### src/rtl/demux_pkg.sv
// Shared constants and helpers for the 1-to-N stream demultiplexer.
// Latency: n/a (package only).
// Backpressure: n/a (package only).
package demux_pkg;

   localparam int DEMUX_N     = 4;
   localparam int DEMUX_W     = 8;
   localparam int DEMUX_CNT_W = 8;

   // True when a channel select addresses an existing output channel.
   function automatic logic sel_in_range(input int unsigned sel, input int unsigned n);
      return (sel < n);
   endfunction

endpackage

### src/rtl/demux_slot.sv
// One-entry holding register for a single demux output channel.
// Latency: a pushed word is presented on data/full the cycle after the push edge.
// Backpressure: push wins over pop on the same edge (pass-through refill); owner gates push.
module demux_slot #(
   parameter int W = 8
) (
   input  logic         clk,
   input  logic         rst,
   input  logic         push,
   input  logic [W-1:0] push_data,
   input  logic         pop,
   output logic         full,
   output logic [W-1:0] data
);

   // Slot state: reset clears, push loads, pop empties while holding the last word.
   always_ff @(posedge clk) begin
      if (rst) begin
         full <= 1'b0;
         data <= '0;
      end else if (push) begin
         full <= 1'b1;
         data <= push_data;
      end else if (pop) begin
         full <= 1'b0;
      end
   end

endmodule

### src/rtl/stream_demux_1ton.sv
// Registered 1-to-N stream demux: steers each accepted word into the selected channel slot.
// Latency: one cycle from input acceptance to out_valid on the selected channel.
// Backpressure: ip_ready follows the selected slot (empty or draining); out-of-range selects always accepted and dropped.
module stream_demux_1ton
   import demux_pkg::*;
#(
   parameter  int N     = DEMUX_N,
   parameter  int W     = DEMUX_W,
   parameter  int CNT_W = DEMUX_CNT_W,
   localparam int SEL_W = $clog2(N)
) (
   input  logic                clk,
   input  logic                rst,
   input  logic [W-1:0]        ip,
   input  logic [SEL_W-1:0]    sel,
   input  logic                ip_valid,
   output logic                ip_ready,
   output logic [N-1:0][W-1:0] out,
   output logic [N-1:0]        out_valid,
   input  logic [N-1:0]        out_ready,
   output logic [CNT_W-1:0]    drop_count
);

   logic [N-1:0]        full;
   logic [N-1:0][W-1:0] data;
   logic [N-1:0]        push;
   logic [N-1:0]        pop;
   logic                in_range;
   logic                drop;

   assign in_range = sel_in_range(32'(sel), N);
   assign pop      = full & out_ready;
   assign drop     = ip_valid && !in_range;

   // Ready mux and push decode; the loop compare avoids indexing past N on a bad select.
   always_comb begin
      ip_ready = 1'b1;
      push     = '0;
      if (in_range) begin
         for (int k = 0; k < N; k++) begin
            if (sel == SEL_W'(k)) begin
               ip_ready = !full[k] || out_ready[k];
               push[k]  = ip_valid && (!full[k] || out_ready[k]);
            end
         end
      end
   end

   // Saturating count of words discarded for an out-of-range select.
   always_ff @(posedge clk) begin
      if (rst) begin
         drop_count <= '0;
      end else if (drop && (drop_count != {CNT_W{1'b1}})) begin
         drop_count <= drop_count + 1'b1;
      end
   end

   for (genvar k = 0; k < N; k++) begin : g_slot
      demux_slot #(
         .W (W)
      ) u_slot (
         .clk       (clk),
         .rst       (rst),
         .push      (push[k]),
         .push_data (ip),
         .pop       (pop[k]),
         .full      (full[k]),
         .data      (data[k])
      );
   end

   assign out       = data;
   assign out_valid = full;

endmodule

### config.mk
export PLATFORM = sky130hd
export DESIGN_NAME = stream_demux_1ton
export DESIGN_NICKNAME = d
export VERILOG_FILES = /design/src/rtl/demux_pkg.sv /design/src/rtl/demux_slot.sv /design/src/rtl/stream_demux_1ton.sv
export SDC_FILE = /design/constraint.sdc
export NUM_CORES = 1
export LEC_CHECK = 0
export ABC_CLOCK_PERIOD_IN_PS = 1500
export CAP_MARGIN = 20
export CORE_MARGIN = 1.5
export CORE_UTILIZATION = 35
export CTS_CLUSTER_DIAMETER = 150
export DETAILED_ROUTE_END_ITERATION = 10
export PLACE_DENSITY = 0.75
export SLEW_MARGIN = 5
export SYNTH_ARGS = -nofsm -noshare
export SYNTH_HDL_FRONTEND = slang
export SYNTH_SLANG_ARGS = --single-unit
### constraint.sdc
create_clock -name clk -period 1.5 [get_ports clk]
set_input_delay 0.375 -clock clk [delete_from_list [all_inputs] [get_ports clk]]
set_output_delay 0.375 -clock clk [all_outputs]
set_load 0.02 [all_outputs]
* Word-level counts from Yosys, hierarchy flattened
Cells that the tools add are included.
Operators by class: reductions and logical operators 17, bitwise operators 1, eq/ne operators 3, muxes and demuxes 16
Operators by type and width (number):
- 2-to-1 mux 1 bit | 16
- nonzero test 2 bit | 4
- bitwise AND 4 bit | 1
- equality test 2 bit (second input constant) | 2
- logical AND 1 bit | 4
- logical NOT 1 bit | 4
- logical OR 1 bit | 4
- equality test 2 x 1 -> 1 bit (second input constant) | 1
- logical NOT 2 bit | 1
Storage, ports and cells: register bits after elaboration 36, output and inout bits 45, input bits 17, word-level logic and storage cells 45

* Depth between registers and ports, before layout
word-level depth 6, depth in mapped cells 4, depth with buffers taken out 3

* Cells and area by module
Synthesis repeated with hierarchy kept, for this count alone.
Unflattened totals: cells, all modules 149, area total of the unflattened synthesis 1482.7 sq um
By module, submodules not included:
- demux_slot | cells an instance 30, sequential area each 180.2 sq um, instances 4, area each 321.6 sq um
- stream_demux_1ton | cells an instance 29, sequential area each 0.0 sq um, instances 1, area each 196.4 sq um

* Worst setup path after synthesis
No wires, ideal clock.
path type in2out, from in out_ready[0], to out ip_ready, required time 1.125 ns, buffers on the path 0, stages on the path 2, setup slack 0.061 ns, arrival time 1.064 ns, path through nand2b_1 -> mux4_2
Between the ends: longest elaborated chain between the ends 5
RTL lines:
- from (decl) | line stream_demux_1ton.sv:20 | input logic [N-1:0] out_ready,
- logical OR 1 bit | line stream_demux_1ton.sv:42 | ip_ready = !full[k] || out_ready[k];
- 2-to-1 mux 1 bit (4 in series) | line stream_demux_1ton.sv:41 | if (sel == SEL_W'(k)) begin
- to (decl) | line stream_demux_1ton.sv:17 | output logic ip_ready,
No other way between the ends.

* Worst setup path after layout
from reg g_slot[3].u_slot.full, to out ip_ready
Between the ends: longest elaborated chain between the ends 3
RTL lines:
- from (decl) | line demux_slot.sv:12 | output logic full,
- from (signal assigned) | line demux_slot.sv:19 | full <= 1'b0;
- from (signal assigned) | line demux_slot.sv:22 | full <= 1'b1;
- from (signal assigned) | line demux_slot.sv:25 | full <= 1'b0;
- logical NOT 1 bit | line stream_demux_1ton.sv:42
- logical OR 1 bit | line stream_demux_1ton.sv:42
- 2-to-1 mux 1 bit | line stream_demux_1ton.sv:41
No other way between the ends.

==> results.ini <==
[status]
outcome=finished, violations left
violations=setup timing

[detailed_routing]
viasPerCell=4.47
drcViolationCount=0
routed_wl_mm=3.28
ant_nets=0
first_pass_iters=4
vias=1171
wire_per_inst_um=12.5
initialDrtViolationCount=38

[clock_network]
cts_tree=yes
cts.sinks=36
cts.reportedPaths.clkPinSlew_ns=0.07
clk_latency_ns=0.28
htreeDepth=2
ctsRootBufferMaster=clkbuf_8
ctsLongestPathBuffers=2
cts_hold_buf=0
cts_made_buffers=5

[synth]
synth_adder_area_share_pct=0
seq_area_frac_synth_pct=46.3
yosysWarnings=0
muxShareOfSynthArea_pct=22.0
netlist_area_mm2=0.00156
synth_cells=144
synth_top_family_by_area=simple AND/OR/NAND/NOR gates
syn_area_per_cell_um2=10.8
ys_types=16
synth_compound_area_share_pct=1.29
synthSimpleGateAreaFrac_pct=22.7
synth_xor_area_share_pct=0
ys_ff_latch=36

[place]
dp_hpwl_mm=2.21
io_buffers=53
globalplace.congestion=0.742
numPlacedInstances=253

[critical_path]
regToRegSetupSlack_ns=0.26
required_ns=1.12
critical_path_class=flop to primary output
worstReg2RegEnd=g_slot[1].u_slot.data[6]
critPathMaxStageDelay_ns=0.47
start_kind=flop
cp_top_family=multiplexers
crit_path_cell_trace=nand2b_4, mux4_2, buf_6
crit_buf_inv=1
cpMaxStageDelayCell=mux4_2
r2r_cells=4
r2r_start=g_slot[1].u_slot.full
worstPathArrival_ns=1.32
end_kind=primary output
cp_max_fo=2

[power]
clkPwrFrac_pct=34.7
p_leak_uw=0.00119
p_sw_uw=497
combPwrFrac_pct=15.4
peakVddDrop_uv=551
p_int_uw=1520
p_sw_share_pct=24.6
seqPwrFrac_pct=50.0
power_density_mw_per_mm2=873

[final_layout]
area_growth_syn_to_layout_pct=48.8
drive_above_1_share_pct=18.6
fin_cells=262
nFillCells=422
num-nets-final=226
n_antenna_cell=0

[sta]
period_share_pct=113
worst_slack_ns=-0.190
min_period_ns=1.69
finalSetupViolCount=1
hold_slack_ns=0.471
rsz0062_at_grt=yes
clock.fmax_mhz=592
clock-skew-final_ns=0.00336
drv_slew=0
hold_violations=0

[die]
die_area_mm2=0.00485
rows=24
io_pins=62
coreArea_mm2=0.00432
start_util_pct=36.0
die_x_um=69.7
fp.dieH_um=69.7

[worst_hold_path]
hold_depth=2
hold_class=flop to flop
holdPathEnd=g_slot[1].u_slot.data[1]
hp-start=g_slot[1].u_slot.data[1]

[global_route]
antenna_found_initial=0
overflow=0
grt_pass1_wl_mm=5.46
grt_max_degree=36
grt_pass1_vias=1181
track_usage_pct=14.4

[flow_run]
drv_cap=0

## stage by stage
step           instance area [um^2]  power [uW]  utilization, %  worst slack (ns)  TNS, ns
4_1_cts                        2310        2040            53.3            -0.209   -0.209
2_1_floorplan                  1580        1210               -            0.0606        0
5_1_grt                        2310        2110            53.5            -0.227   -0.227
3_5_place_dp                   2220        1360            51.4            -0.827    -6.57
6_report                       2310        2020            53.5            -0.190   -0.190
3_3_place_gp                   2220        1360            51.4            -0.823    -6.14
## layout make-up
type | count | area (um^2) | share of cell area, %
Multi-Input combinational cell | 97 | 776 | 33.5
Sequential cell | 36 | 726 | 31.4
Timing Repair Buffer | 69 | 657 | 28.4
Clock buffer | 8 | 90.1 | 3.89
Tap cell | 52 | 65.1 | 2.81
## cells by family after synthesis
group | after synthesis
multiplexers | 33
flip-flops | 36
other | 1
AO/OA/AOI/OAI | 4
buffers and inverters | 18
AND/OR/NAND/NOR | 52
## layout by cell type (no fill, tap or decap)
master / count
nand2b_1: 40
dlygate4sd2_1: 36
mux2i_1: 32
dfxtp_1: 32
buf_4: 13
clkdlybuf4s50_1: 10
conb_1: 8
clkbuf_8: 6
nand2b_4: 4
a21oi_1: 4
dfxtp_2: 4
clkdlybuf4s15_1: 4
buf_12: 4
nand2_2: 2
clkbuf_1: 2
mux4_2: 1
and2b_4: 1
nor3_4: 1
nand4_1: 1
nor3b_2: 1
or3_4: 1
nand4b_1: 1
dlymetal6s2s_1: 1
buf_6: 1
## worst register-to-register path: stages (launching register included)
cell     delay, ns
dfxtp_2       0.33
buf_4         0.13
and2b_4       0.17
or3_4         0.37
mux2i_1       0.13
## how the worst max path moves through the flow
| stage | startpoint | slack, ns | to | cells after the start |
|---|---|---|---|---|
| 2_1_floorplan | out_ready[0] | 0.06 | ip_ready | 2 |
| 4_1_cts | g_slot[3].u_slot.full | -0.21 | ip_ready | 3 |
| 3_5_place_dp | out_ready[1] | -0.83 | ip_ready | 4 |
| 6_report | g_slot[3].u_slot.full | -0.19 | ip_ready | 3 |
| 5_1_grt | g_slot[3].u_slot.full | -0.23 | ip_ready | 3 |
| 3_3_place_gp | out_ready[1] | -0.82 | ip_ready | 4 |
## per-layer routing
| layer | vias to the layer above | global-route usage (%) | share of wire [%] |
|---|---|---|---|
| met1 | 541 | 17.0 | 44 |
| li1 | 588 | - | - |
| met4 | 0 | 5.77 | 0.85 |
| met5 | - | 0 | 0 |
| met3 | 4 | 4.80 | 6.2 |
| met2 | 38 | 24.0 | 48 |
## cell usage after synthesis (all sizes together)
| cell | n | area (um^2) |
|---|---|---|
| nand2b | 44 | 275 |
| dfxtp | 36 | 721 |
| mux2i | 32 | 320 |
| buf | 14 | 100 |
| a21oi | 4 | 20.0 |
| clkbuf | 4 | 15.0 |
| nand2 | 2 | 12.5 |
| and2b | 1 | 10.0 |
| conb | 1 | 3.75 |
| mux4 | 1 | 22.5 |
| nand4 | 1 | 6.26 |
| nand4b | 1 | 8.76 |
| nor3 | 1 | 16.3 |
| nor3b | 1 | 12.5 |
| or3 | 1 | 11.3 |
## what timing repair did
| item | 4_1_cts | 5_1_grt |
|---|---|---|
| buffers inserted | 0 | 1 |
| endpoints found under the setup margin | 37 | 1 |
| gates resized for setup | 60 | 2 |
## sequential cells by signal, indices dropped and copies added (netlist names)
signal	count
g_slot.u_slot.data	32
g_slot.u_slot.full	4
## power by group through the flow
stage	registers, uW	clock network [uW]	logic (uW)
after CTS	1010	721	313
final	1010	700	310
after global placement	1030	0	330
after floorplan	1060	0	146
after detailed placement	1030	0	332
after global routing	1010	762	331
Power figures use the tool's default switching activity.
